## src/rtl/regfile_write_arbiter_if.sv

```systemverilog
// Bus bundle between the pipeline/AUX/decode side and the register-file write arbiter.
// The master drives requests and read addresses; the slave (arbiter) drives grants and flags.
interface regfile_write_arbiter_if;
    logic        WB_W_En;
    logic [4:0]  WB_W_Addr;
    logic [31:0] WB_W_Data;
    logic        AUX_Valid;
    logic        AUX_Ready;
    logic [4:0]  AUX_Addr;
    logic [31:0] AUX_Data;
    logic [4:0]  REG_R_Addr1;
    logic [4:0]  REG_R_Addr2;
    logic        HAZ1;
    logic        HAZ2;
    logic        STALL_Req;
    logic        REG_W_En;
    logic [4:0]  REG_W_Addr;
    logic [31:0] REG_W_Data;

    modport master (
        output WB_W_En, WB_W_Addr, WB_W_Data,
        output AUX_Valid, AUX_Addr, AUX_Data,
        output REG_R_Addr1, REG_R_Addr2,
        input  AUX_Ready, HAZ1, HAZ2, STALL_Req,
        input  REG_W_En, REG_W_Addr, REG_W_Data
    );

    modport slave (
        input  WB_W_En, WB_W_Addr, WB_W_Data,
        input  AUX_Valid, AUX_Addr, AUX_Data,
        input  REG_R_Addr1, REG_R_Addr2,
        output AUX_Ready, HAZ1, HAZ2, STALL_Req,
        output REG_W_En, REG_W_Addr, REG_W_Data
    );
endinterface

```

## src/rtl/regfile_write_arbiter.sv

```systemverilog
// Shares the register-file write port between writeback (always wins) and a buffered AUX source,
// with read-hazard flags for pending writes and a stall request when AUX is starved.
module regfile_write_arbiter #(
    parameter int DEPTH    = 2,
    parameter int MAX_WAIT = 4
) (
    input  logic                   CLK,
    input  logic                   RST,
    regfile_write_arbiter_if.slave bus
);
    localparam int PW = $clog2(DEPTH);
    localparam int CW = $clog2(MAX_WAIT + 1);
    localparam logic [CW-1:0] MAX_WAIT_C = CW'(MAX_WAIT);

    logic [4:0]       ent_addr_r [DEPTH];
    logic [31:0]      ent_data_r [DEPTH];
    logic [DEPTH-1:0] ent_valid_r;
    logic [PW:0]      wr_ptr_r;
    logic [PW:0]      rd_ptr_r;
    logic [CW-1:0]    wait_cnt_r;
    logic             stall_r;
    logic             reg_w_en_r;
    logic [4:0]       reg_w_addr_r;
    logic [31:0]      reg_w_data_r;

    logic             empty_s;
    logic             full_s;
    logic             wb_grant_s;
    logic             pop_s;
    logic             enq_s;
    logic [PW-1:0]    head_s;
    logic [PW-1:0]    tail_s;
    logic [DEPTH-1:0] head_oh_s;
    logic [DEPTH-1:0] tail_oh_s;
    logic [DEPTH-1:0] squash_s;
    logic [DEPTH-1:0] valid_nxt_s;
    logic [PW:0]      wr_ptr_nxt_s;
    logic [PW:0]      rd_ptr_nxt_s;
    logic             full_nxt_s;
    logic [CW-1:0]    wait_cnt_nxt_s;
    logic             stall_nxt_s;
    logic             reg_w_en_nxt_s;
    logic [4:0]       reg_w_addr_nxt_s;
    logic [31:0]      reg_w_data_nxt_s;
    logic             haz1_s;
    logic             haz2_s;

    // Full when the pointers index the same slot on different wraps.
    function automatic logic ptr_full(input logic [PW:0] wp, input logic [PW:0] rp);
        return (wp[PW] != rp[PW]) && (wp[PW-1:0] == rp[PW-1:0]);
    endfunction

    // Buffer occupancy, handshake and grant decisions.
    always_comb begin
        empty_s    = (wr_ptr_r == rd_ptr_r);
        full_s     = ptr_full(wr_ptr_r, rd_ptr_r);
        wb_grant_s = bus.WB_W_En && (bus.WB_W_Addr != 5'd0);
        pop_s      = !wb_grant_s && !empty_s;
        enq_s      = bus.AUX_Valid && !full_s && (bus.AUX_Addr != 5'd0);
        head_s     = rd_ptr_r[PW-1:0];
        tail_s     = wr_ptr_r[PW-1:0];
        head_oh_s  = {{(DEPTH-1){1'b0}}, 1'b1} << head_s;
        tail_oh_s  = {{(DEPTH-1){1'b0}}, 1'b1} << tail_s;
    end

    // Valid-bit update: WB squashes older matching entries; the entry enqueued this cycle survives.
    always_comb begin
        squash_s = {DEPTH{1'b0}};
        for (int i = 0; i < DEPTH; i++) begin
            squash_s[i] = wb_grant_s && (ent_addr_r[i] == bus.WB_W_Addr);
        end
        valid_nxt_s  = (ent_valid_r & ~squash_s & ~({DEPTH{pop_s}} & head_oh_s))
                     | ({DEPTH{enq_s}} & tail_oh_s);
        wr_ptr_nxt_s = wr_ptr_r + {{PW{1'b0}}, enq_s};
        rd_ptr_nxt_s = rd_ptr_r + {{PW{1'b0}}, pop_s};
        full_nxt_s   = ptr_full(wr_ptr_nxt_s, rd_ptr_nxt_s);
    end

    // Starvation counter and stall request next-state.
    always_comb begin
        wait_cnt_nxt_s = {CW{1'b0}};
        stall_nxt_s    = stall_r;
        if (full_s && !pop_s) begin
            wait_cnt_nxt_s = (wait_cnt_r == MAX_WAIT_C) ? wait_cnt_r : wait_cnt_r + CW'(1);
        end else begin
            wait_cnt_nxt_s = {CW{1'b0}};
        end
        if (!full_nxt_s) begin
            stall_nxt_s = 1'b0;
        end else if (wait_cnt_nxt_s == MAX_WAIT_C) begin
            stall_nxt_s = 1'b1;
        end else begin
            stall_nxt_s = stall_r;
        end
    end

    // Write-port selection; a squashed head pops without enabling the write.
    always_comb begin
        reg_w_en_nxt_s   = 1'b0;
        reg_w_addr_nxt_s = reg_w_addr_r;
        reg_w_data_nxt_s = reg_w_data_r;
        if (wb_grant_s) begin
            reg_w_en_nxt_s   = 1'b1;
            reg_w_addr_nxt_s = bus.WB_W_Addr;
            reg_w_data_nxt_s = bus.WB_W_Data;
        end else if (pop_s) begin
            reg_w_en_nxt_s   = ent_valid_r[head_s];
            reg_w_addr_nxt_s = ent_addr_r[head_s];
            reg_w_data_nxt_s = ent_data_r[head_s];
        end else begin
            reg_w_en_nxt_s   = 1'b0;
        end
    end

    // Read hazards against buffered entries and the output stage.
    always_comb begin
        haz1_s = reg_w_en_r && (reg_w_addr_r == bus.REG_R_Addr1);
        haz2_s = reg_w_en_r && (reg_w_addr_r == bus.REG_R_Addr2);
        for (int i = 0; i < DEPTH; i++) begin
            haz1_s = haz1_s | (ent_valid_r[i] && (ent_addr_r[i] == bus.REG_R_Addr1));
            haz2_s = haz2_s | (ent_valid_r[i] && (ent_addr_r[i] == bus.REG_R_Addr2));
        end
        haz1_s = haz1_s && (bus.REG_R_Addr1 != 5'd0);
        haz2_s = haz2_s && (bus.REG_R_Addr2 != 5'd0);
    end

    // Buffer storage and pointers.
    always_ff @(posedge CLK or posedge RST) begin
        if (RST) begin
            for (int i = 0; i < DEPTH; i++) begin
                ent_addr_r[i] <= 5'd0;
                ent_data_r[i] <= 32'd0;
            end
            ent_valid_r <= {DEPTH{1'b0}};
            wr_ptr_r    <= {(PW+1){1'b0}};
            rd_ptr_r    <= {(PW+1){1'b0}};
        end else begin
            if (enq_s) begin
                ent_addr_r[tail_s] <= bus.AUX_Addr;
                ent_data_r[tail_s] <= bus.AUX_Data;
            end
            ent_valid_r <= valid_nxt_s;
            wr_ptr_r    <= wr_ptr_nxt_s;
            rd_ptr_r    <= rd_ptr_nxt_s;
        end
    end

    // Starvation counter and stall register.
    always_ff @(posedge CLK or posedge RST) begin
        if (RST) begin
            wait_cnt_r <= {CW{1'b0}};
            stall_r    <= 1'b0;
        end else begin
            wait_cnt_r <= wait_cnt_nxt_s;
            stall_r    <= stall_nxt_s;
        end
    end

    // Registered register-file write port.
    always_ff @(posedge CLK or posedge RST) begin
        if (RST) begin
            reg_w_en_r   <= 1'b0;
            reg_w_addr_r <= 5'd0;
            reg_w_data_r <= 32'd0;
        end else begin
            reg_w_en_r   <= reg_w_en_nxt_s;
            reg_w_addr_r <= reg_w_addr_nxt_s;
            reg_w_data_r <= reg_w_data_nxt_s;
        end
    end

    assign bus.AUX_Ready  = !full_s;
    assign bus.HAZ1       = haz1_s;
    assign bus.HAZ2       = haz2_s;
    assign bus.STALL_Req  = stall_r;
    assign bus.REG_W_En   = reg_w_en_r;
    assign bus.REG_W_Addr = reg_w_addr_r;
    assign bus.REG_W_Data = reg_w_data_r;
endmodule

```

## src/flat_wrapper.sv

```systemverilog
// flat-port wrapper written by rule: the top's interface ports become plain ports
module regfile_write_arbiter_flat 
#(
    parameter int DEPTH    = 2,
    parameter int MAX_WAIT = 4
)
  (CLK, RST, bus_WB_W_En, bus_WB_W_Addr, bus_WB_W_Data, bus_AUX_Valid, bus_AUX_Addr, bus_AUX_Data, bus_REG_R_Addr1, bus_REG_R_Addr2, bus_AUX_Ready, bus_HAZ1, bus_HAZ2, bus_STALL_Req, bus_REG_W_En, bus_REG_W_Addr, bus_REG_W_Data);
  regfile_write_arbiter_if bus_i ();
  input  logic CLK;
  input  logic RST;
  input wire logic [$bits(bus_i.WB_W_En)-1:0] bus_WB_W_En;
  input wire logic [$bits(bus_i.WB_W_Addr)-1:0] bus_WB_W_Addr;
  input wire logic [$bits(bus_i.WB_W_Data)-1:0] bus_WB_W_Data;
  input wire logic [$bits(bus_i.AUX_Valid)-1:0] bus_AUX_Valid;
  input wire logic [$bits(bus_i.AUX_Addr)-1:0] bus_AUX_Addr;
  input wire logic [$bits(bus_i.AUX_Data)-1:0] bus_AUX_Data;
  input wire logic [$bits(bus_i.REG_R_Addr1)-1:0] bus_REG_R_Addr1;
  input wire logic [$bits(bus_i.REG_R_Addr2)-1:0] bus_REG_R_Addr2;
  output wire logic [$bits(bus_i.AUX_Ready)-1:0] bus_AUX_Ready;
  output wire logic [$bits(bus_i.HAZ1)-1:0] bus_HAZ1;
  output wire logic [$bits(bus_i.HAZ2)-1:0] bus_HAZ2;
  output wire logic [$bits(bus_i.STALL_Req)-1:0] bus_STALL_Req;
  output wire logic [$bits(bus_i.REG_W_En)-1:0] bus_REG_W_En;
  output wire logic [$bits(bus_i.REG_W_Addr)-1:0] bus_REG_W_Addr;
  output wire logic [$bits(bus_i.REG_W_Data)-1:0] bus_REG_W_Data;
  assign bus_i.WB_W_En = bus_WB_W_En;
  assign bus_i.WB_W_Addr = bus_WB_W_Addr;
  assign bus_i.WB_W_Data = bus_WB_W_Data;
  assign bus_i.AUX_Valid = bus_AUX_Valid;
  assign bus_i.AUX_Addr = bus_AUX_Addr;
  assign bus_i.AUX_Data = bus_AUX_Data;
  assign bus_i.REG_R_Addr1 = bus_REG_R_Addr1;
  assign bus_i.REG_R_Addr2 = bus_REG_R_Addr2;
  assign bus_AUX_Ready = bus_i.AUX_Ready;
  assign bus_HAZ1 = bus_i.HAZ1;
  assign bus_HAZ2 = bus_i.HAZ2;
  assign bus_STALL_Req = bus_i.STALL_Req;
  assign bus_REG_W_En = bus_i.REG_W_En;
  assign bus_REG_W_Addr = bus_i.REG_W_Addr;
  assign bus_REG_W_Data = bus_i.REG_W_Data;
  regfile_write_arbiter #(.DEPTH(DEPTH), .MAX_WAIT(MAX_WAIT)) u_core (.CLK(CLK), .RST(RST), .bus(bus_i));
endmodule
```

## config.mk

```make
export PLATFORM = sky130hd
export DESIGN_NAME = regfile_write_arbiter_flat
export DESIGN_NICKNAME = d
export VERILOG_FILES = /design/src/rtl/regfile_write_arbiter_if.sv /design/src/rtl/regfile_write_arbiter.sv /design/src/flat_wrapper.sv
export SDC_FILE = /design/constraint.sdc
export NUM_CORES = 1
export LEC_CHECK = 0
export BUFFER_PORTS_ARGS = -buffer_cell sky130_fd_sc_hd__buf_2
export CAP_MARGIN = 0
export CORE_AREA = 2 2 141 115
export CTS_BUF_LIST = sky130_fd_sc_hd__clkbuf_4 sky130_fd_sc_hd__clkbuf_8
export DETAILED_ROUTE_END_ITERATION = 6
export DIE_AREA = 0 0 143 117
export HOLD_SLACK_MARGIN = 0.1
export PLACE_DENSITY = 0.62
export SETUP_SLACK_MARGIN = 0.2
export SKIP_LAST_GASP = 1
export SYNTH_ARGS = -nofsm -noshare
export SYNTH_HDL_FRONTEND = slang
export SYNTH_SLANG_ARGS = --single-unit
```

## constraint.sdc

```tcl
create_clock -name CLK -period 4.06 [get_ports CLK]
set_input_delay 0.406 -clock CLK [delete_from_list [all_inputs] [get_ports CLK]]
set_output_delay 0.406 -clock CLK [all_outputs]
set_load 0.05 [all_outputs]
```

Word-level counts from Yosys, hierarchy flattened
Cells that the tools add are included.
Word-level totals
  flip-flop bits (word level): 122
  bits in latches: 0
  RAM bits: 0
  bits in read-only memories: 0
  bits of input ports: 88
  output and inout bits: 42
  logic and storage cells: 101
  memories: 0
Cells by class
  add/subtract/negate cells: 3
  multiply operators: 0
  divide/modulo/power cells: 0
  $lt $le $gt $ge: 4
  equality and inequality tests: 16
  shifts and indexed selects: 2
  multiplexer cells: 24
  bitwise operators: 13
  reductions and logical operators: 27
Operators with widths (count)
  $mux W32: 6
  $bwmux W64: 1
  $eq A5 B5 Y1: 8
  $demux W32 S1: 1
  $mux W5: 6
  $reduce_bool A5 Y1: 4
  $logic_and A1 B1 Y1: 18
  $bwmux W10: 1
  $and A2 B2 Y2: 4
  $eq A3 B3 Y1 const B: 2
  $mux W1: 6
  $mux W3: 2
  $demux W5 S1: 1
  $add A2 B1 Y2: 2
  $ge A2 B2 Y1 const B: 2
  $logic_not A1 Y1: 4
  $not A1 Y2: 2
  $not A2 Y2: 2
  $or A1 B1 Y1: 4
  $shl A1 B1 Y2 const A: 2
  $add A3 B1 Y3 const B: 1
  $eq A1 B1 Y1: 2
  $eq A2 B2 Y1: 1
  $lt A1 B2 Y1 const B: 1
  5 further kinds: 6

Depth between registers and ports, before layout
Gate-level depths: netlist (run 1).
  depth after elaboration: 10
  depth in mapped cells: 9
  mapped depth without buffers: 7

Worst setup path after synthesis (run 1)
No wires, ideal clock.
  kind: reg2reg
  from: reg u_core.wr_ptr_r[1]
  to: reg u_core.ent_data_r[10] in the netlist's numbering
  setup time: 125 ps
  data arrival time: 2519 ps
  data required time: 3935 ps
  slack: 1416 ps
  cell stages (with the launch flop): 8
  buffers on the path: 2
  clock period less this slack: 2644 ps
  cells stage by stage: dfrtp_1 -> xnor2_1 -> nand2b_1 -> o311a_1 -> ha_1 -> buf_2 -> buf_1 -> mux2_2
Between the ends
  cells in the longest elaborated chain, start to end: 5
Ends and longest elaborated chain
  start: declaration: RTL line regfile_write_arbiter.sv:18  | logic [PW:0] wr_ptr_r;
  start signal: assignment: RTL line regfile_write_arbiter.sv:135  | wr_ptr_r <= {(PW+1){1'b0}};
  start signal: assignment: RTL line regfile_write_arbiter.sv:143  | wr_ptr_r <= wr_ptr_nxt_s;
  $ne A1 B1 Y1: RTL line regfile_write_arbiter.sv:50  | return (wp[PW] != rp[PW]) && (wp[PW-1:0] == rp[PW-1:0]);
  $logic_and A1 B1 Y1: RTL line regfile_write_arbiter.sv:50
  $logic_not A1 Y1
  via bus_AUX_Ready: RTL line flat_wrapper.sv:19  | output wire logic [$bits(bus_i.AUX_Ready)-1:0] bus_AUX_Ready;
  $logic_and A1 B1 Y1 (2 in a row): RTL line regfile_write_arbiter.sv:59  | enq_s = bus.AUX_Valid && !full_s && (bus.AUX_Addr != 5'd0);
  end signal: indexed assignment: RTL line regfile_write_arbiter.sv:140  | ent_data_r[tail_s] <= bus.AUX_Data;
  end: declaration: RTL line regfile_write_arbiter.sv:16  | logic [31:0] ent_data_r [DEPTH];
The timed path passes the listed nets, and every way through them passes these cells.
A chain may end at the register's enable or synchronous reset.

Worst setup path in the final report (run 1)
  from: reg u_core.wr_ptr_r[1]
  to: reg u_core.ent_data_r[24] in the netlist's numbering
Between the ends
  cells in the longest elaborated chain, start to end: 5
Ends and longest elaborated chain (RTL line)
  $ne A1 B1 Y1: regfile_write_arbiter.sv:50
  $logic_and A1 B1 Y1: regfile_write_arbiter.sv:50
  $logic_not A1 Y1: regfile_write_arbiter.sv:59
  $logic_and A1 B1 Y1 (2 in a row): regfile_write_arbiter.sv:59
Every way passes these cells.

==> results of run 1 <==
## state kept, by name (all words and copies together) (netlist names)
name,count
u_core.ent_valid_r,2
u_core.wait_cnt_r,3
u_core.bus.STALL_Req,1
u_core.bus.REG_W_En,1
u_core.bus.REG_W_Data,32
u_core.ent_data_r,64
u_core.bus.REG_W_Addr,5
u_core.ent_addr_r,10
u_core.wr_ptr_r,2
u_core.rd_ptr_r,2
## kinds of logic (layout without fill, tap and decap cells)
logic type      after synthesis  count (layout)  share of synthesized area (%)
compound gates               50              50                           6.09
xor+xnor                     47              47                           6.81
flops                       122             122                           50.5
fa+ha+maj                     6               6                           1.24
buf+inv                      34             175                           3.31
mux                         149             149                           27.0
simple gates                 66              66                           5.05
## synthesized netlist by cell type, drive strengths merged, types with 3 or more instances
| cell | count | area (sq um) |
|---|---|---|
| nor4 | 6 | 37.5 |
| xnor2 | 14 | 123 |
| nand2 | 41 | 154 |
| ha | 6 | 75.1 |
| mux2 | 112 | 1260 |
| o21ai | 39 | 282 |
| mux2i | 37 | 370 |
| dfrtp | 122 | 3050 |
| or4 | 3 | 26.3 |
| buf | 22 | 155 |
| inv | 10 | 37.5 |
| xor2 | 33 | 289 |
| nor3 | 5 | 25.0 |
| a21oi | 3 | 15.0 |
## layout make-up
cell class | count | area (sq um) | share of cell area [%]
inverter | 10 | 40.0 | 0.552
tap | 215 | 269 | 3.71
clock buffer | 23 | 304 | 4.19
multi-input combinational | 318 | 2810 | 38.7
clock inverter | 8 | 92.6 | 1.28
timing repair buffer | 134 | 683 | 9.42
sequential | 122 | 3050 | 42.1
## power by group through the flow
stage          combinational (mW)  sequential, mW  clock, mW
3_3_place_gp                 3.45            2.25          0
4_1_cts                      3.53            2.27       1.10
5_1_grt                      3.77            2.35       1.16
3_5_place_dp                 3.51            2.29          0
6_report                     3.47            2.27       1.07
2_1_floorplan                2.19            2.83          0
## final timing paths
| check | end | depth (start not counted) | from | slack [ns] |
|---|---|---|---|---|
| setup / recovery | u_core.ent_data_r[24]$_DFFE_PP0P_ | 6 | u_core.wr_ptr_r[1]$_DFF_PP0_ | 1.41 |
| hold reg to reg | u_core.ent_data_r[29]$_DFFE_PP0P_ | 1 | u_core.ent_data_r[29]$_DFFE_PP0P_ | 0.50 |
| hold / removal | u_core.bus.REG_W_Data[6]$_DFFE_PP0P_ | 2 | RST | 0.16 |
| setup reg to reg | u_core.ent_data_r[24]$_DFFE_PP0P_ | 6 | u_core.wr_ptr_r[1]$_DFF_PP0_ | 1.41 |
| max in group asynchronous | u_core.ent_data_r[43]$_DFFE_PP0P_ | 3 | RST | 2.93 |
| min in group CLK | u_core.bus.REG_W_Data[21]$_DFFE_PP0P_ | 3 | bus_WB_W_Data[21] | 0.17 |
## routing by layer
metal | routed length, um | track usage, % | up-vias
li1 | - | - | 1926
met1 | 6020 | 21.8 | 1999
met2 | 6220 | 27.5 | 120
met3 | 955 | 5.37 | 17
met4 | 188 | 6.60 | 0
met5 | 0 | 0 | -
## placed cells by master (no fill, tap or decap), types with 14 or more instances in the layout
| cell | Yosys | routed |
|---|---|---|
| o21ai_1 | 15 | 15 |
| xor2_1 | 33 | 33 |
| mux2i_1 | 37 | 37 |
| o21ai_2 | 23 | 23 |
| xnor2_1 | 14 | 14 |
| buf_2 | 7 | 129 |
| dfrtp_1 | 122 | 121 |
| nand2_1 | 41 | 40 |
| mux2_2 | 112 | 112 |
| clkbuf_8 | 0 | 21 |
==> results.toml, run 1 <==
[placement]
post_dp_cell_area_sq_mm = 0.00685
numPortBuffers = 129
gp_routability_congestion = 0.921
dp_slack_ns = 1.25
dpl.hpwl_um = 9310
dp_cells = 799

[floorplan]
die_h_um = 117
core_area_sq_mm = 0.0154
die_area_sq_mm = 0.0167
die_x_um = 143
start_util_pct = 39.1
io_pins = 130
num_rows = 41

[timing]
tns_ns = 0
setup-violations-final = 0
hold_slack_ns = 0.164
maxSlewHeadroom_pct = 29.4
worst_pin_slew_ns = 1.06
max_freq_ghz = 0.378
fin_ws_ns = 1.41
skew_ns = 0.00776
min_period_ns = 2.65
rsz0062_at_grt = "false"
slew_violations = 0
hold_viol_final = 0
period_share_pct = 65.2

[layout]
diodes = 0
fin_area_sq_mm = 0.00725
finish.utilization_pct = 46.9
layout-drive-gt1-share_pct = 50.2
area_growth_pct = 19.9
nets = 697
nFillCells = 1432
instances_no_fill = 830

[clocking]
cts_buffer_depth = 2
cts_root_buf = "clkbuf_8"
path_clk_slew_ns = 0.06
clock-sinks = 122
cts_buffers = 17
cts_tree = "done"
ctsResizeCount = 0
cts_setup_buffers = 0
clk-insertion-delay-late_ns = 0.43
htreeDepth = 4
hold_buffers = 0

[power]
switching_share_pct = 41.7
internal-power_mw = 3.97
ir_drop_mv = 0.443
totalPowerFinal_mw = 6.81
p_switching_mw = 2.84
pwr_density_cell_mw_per_mm2 = 939
combinationalPowerShare_pct = 51.0
p_seq_share_pct = 33.3
pwr-share-clk_pct = 15.7
power.leakage_nw = 3.43

[detailed_routing]
ant_nets = 0
drt-initial-drc-count = 105
drt-total-wl_um = 13400
drc_errors = 0
wl_per_cell_um = 16.1
routed_via_density = 4.89
vias = 4062
drtPass1Iterations = 4

[worst_setup_path]
cp_max_fo = 23
cp-end-kind = "register"
crit_path_top_delay_cell = "ha_2"
start_kind = "register"
critPathArrivalTime_ns = 2.96
critPathMaxStageDelay_ns = 0.60
path_delay_family = "adder cells"
crit_buf_inv = 1
worstPathCellList = "xnor2_1, nand2b_1, o311a_1, ha_2, buf_4, mux2_2"
path_class = "reg2reg"
critPathRequiredTime_ns = 4.38

[hold_path]
holdCritPathClass = "in2async"

[global_route]
antenna_found_initial = 0
first_global_vias = 4259
grt_use_total_pct = 17.1
grt_max_degree = 73
grt_overflow = 0
grt_pass1_wl_um = 21800

[synth]
synth-edff-count = 0
syn_nets = 568
synth_area_sq_mm = 0.00604
yosysUniqueCellTypes = 34
synth_area_per_cell_sq_um = 12.8
yosysSeqAreaShare_pct = 50.5
async_flop_share_pct = 100
yosysWarnings = 0
synthFlopType = "dfrtp_1"
syn_inst = 474
ys_ff_latch = 122

[status]
outcome = "complete, no violations"

[run]
drv_cap = 0
Power figures use the tool's default switching activity.
==> inputs of run 2 (changes only) <==
==> constraint.sdc (replaced) <==
create_clock -name CLK -period 2.55 [get_ports CLK]
set_input_delay 0.255 -clock CLK [delete_from_list [all_inputs] [get_ports CLK]]
set_output_delay 0.255 -clock CLK [all_outputs]
set_load 0.05 [all_outputs]
==> run 2 against run 1 <==
  * Die area stayed put
  * Utilization up 5.6 points
  * Largest power group unchanged
  * Critical path type is now in2reg
  * Power rose by 64%
  * Critical path depth rose by 3
  * First-iteration DRC count increased by 42%
  * Cell area rose by 12%
  * Critical endpoint is now u_core.bus.STALL_Req$_DFFE_PP0P_
  * Clock power increased by 71%
  * Worst hold slack lost 0.035 ns
==> results.toml, run 2 (synthesized netlist as in run 1, its figures left out) <==
[timing]
max_freq_ghz = 0.439
rsz0062_at_grt = "true"
setup-violations-final = 0
min_period_ns = 2.28
maxSlewHeadroom_pct = 53.1
period_share_pct = 89.4
worst_pin_slew_ns = 0.703
skew_ns = 0.0121
tns_ns = 0
hold_slack_ns = 0.129
hold_viol_final = 0
slew_violations = 0

[power]
pwr_density_cell_mw_per_mm2 = 1380
power.leakage_nw = 3.78
ir_drop_mv = 0.657

[global_route]
grt_pass1_wl_um = 23000
grt_overflow = 0
first_global_vias = 4587
grt_use_total_pct = 18.0
antenna_found_initial = 0
grt_max_degree = 53

[detailed_routing]
wl_per_cell_um = 15.6
ant_nets = 0
drtPass1Iterations = 4
routed_via_density = 4.75
drc_errors = 0
vias = 4329
drt-total-wl_um = 14200
drt-initial-drc-count = 149

[clocking]
cts_setup_buffers = 0
path_clk_slew_ns = 0.07
cts_buffer_depth = 2
cts_root_buf = "clkbuf_8"
htreeDepth = 4
cts_tree = "done"
clock-sinks = 122
clk-insertion-delay-late_ns = 0.45
cts_buffers = 17

[run]
drv_cap = 0

[worst_setup_path]
rr_startpoint = "u_core.rd_ptr_r[1]$_DFF_PP0_"
worstPathCellList = "dlygate4sd3_1, buf_2, or4_4, o21a_4, a21oi_1, ha_2, xor2_2, xor2_1, o2111a_1"
cp_max_fo = 4
critPathMaxStageDelay_ns = 0.55
cp.depth = 9
reg2reg_depth = 6
critPathArrivalTime_ns = 2.66
crit_end = "u_core.bus.STALL_Req$_DFFE_PP0P_"
reg2reg_to = "u_core.ent_data_r[19]$_DFFE_PP0P_"
path_class = "in2reg"
start_kind = "input port"
cp-startpoint = "bus_WB_W_Addr[3]"
critPathRequiredTime_ns = 2.93
crit_buf_inv = 2
path_delay_family = "buffers and inverters"
crit_path_top_delay_cell = "or4_4"
cp-end-kind = "register"
r2r_setup_slack_ns = 0.36

[floorplan]
die_h_um = 117
num_rows = 41
die_x_um = 143
die_area_sq_mm = 0.0167
start_util_pct = 39.1
core_area_sq_mm = 0.0154
io_pins = 130

[layout]
layout_common_cells = "buf_2, dfrtp_1, mux2_2, dlygate4sd3_1, nand2_1"
layout.cells.most_common = "buf_2"
diodes = 0
layout-drive-gt1-share_pct = 45.8
largest_register_ffs = 64
fin_area_sq_mm = 0.00811
area_growth_pct = 34.2
nets = 777
regMostFlops = "u_core.ent_data_r"

[placement]
post_dp_cell_area_sq_mm = 0.00693
dpl.hpwl_um = 9540
gp_routability_congestion = 0.854
numPortBuffers = 129

[status]
outcome = "complete, no violations"

[hold_path]
holdCritPathClass = "in2reg"
run 2: cell types whose count changed in the layout (fill, tap and decap cells not counted), sizes merged:
cell | before | now
dlygate4sd3 | 0 | 74
buf | 134 | 139
clkbuf | 23 | 19
clkinv | 5 | 8
bufinv | 2 | 4
clkinvlp | 1 | 3
inv | 10 | 9
run 2: how the worst min path moves through the flow:
stage / startpoint / endpoint / cells after the start
floorplan: bus_WB_W_Data[12] / u_core.bus.REG_W_Data[12]$_DFFE_PP0P_ / 2
global placement: RST / u_core.ent_data_r[53]$_DFFE_PP0P_ / 2
detailed placement: RST / u_core.ent_data_r[53]$_DFFE_PP0P_ / 2
CTS: bus_WB_W_Addr[2] / u_core.bus.REG_W_Addr[2]$_DFFE_PP0P_ / 3
global route: bus_WB_W_En / u_core.bus.REG_W_Addr[0]$_DFFE_PP0P_ / 3
finish: bus_WB_W_Addr[2] / u_core.bus.REG_W_Addr[2]$_DFFE_PP0P_ / 3
run 2: worst register-to-register path, cell delays in order, from the launching register on:
cell and delay [ns]:
dfrtp_1 0.41, xnor2_1 0.27, nand2b_2 0.24, o311a_1 0.27
ha_4 0.29, buf_4 0.26, mux2_2 0.36
run 2: through the flow:
| stage | utilization [%] | power [mW] | setup WS [ns] | std cells |
|---|---|---|---|---|
| floorplan | - | 8.00 | 0.274 | 474 |
| global placement | 44.9 | 9.13 | 0.331 | 805 |
| detailed placement | 44.9 | 9.30 | 0.247 | 805 |
| CTS | 52.4 | 11.2 | 0.223 | 911 |
| global route | 52.5 | 11.9 | 0.161 | 911 |
| finish | 52.5 | 11.2 | 0.271 | 911 |
run 2: per-layer routing:
metal	global-route usage, %	wire (um)
met5	0	0
met4	4.95	95
met1	23.7	6850
met3	5.33	717
met2	29.2	6530
run 2: area by class of cell:
type | count | area, sq um
fillers | 1302 | 7330
repair buffers | 214 | 1500
flip-flops and latches | 122 | 3050
inverters | 10 | 41.3
well taps | 215 | 269
multi-input cells | 318 | 2830
clock buffers | 18 | 241
clock inverters | 14 | 179
run 2: repair_timing:
item / CTS / global route
gates resized for setup: 0 / 4
hold buffers: 74 / 0
endpoints found under the setup margin: 0 / 30
hold endpoints to repair: 128 / 0
run 2: where the power goes:
part	internal, mW	switching (mW)
clock network	1.06	0.767
registers	2.92	0.731
logic	2.55	3.16
total	6.53	4.66
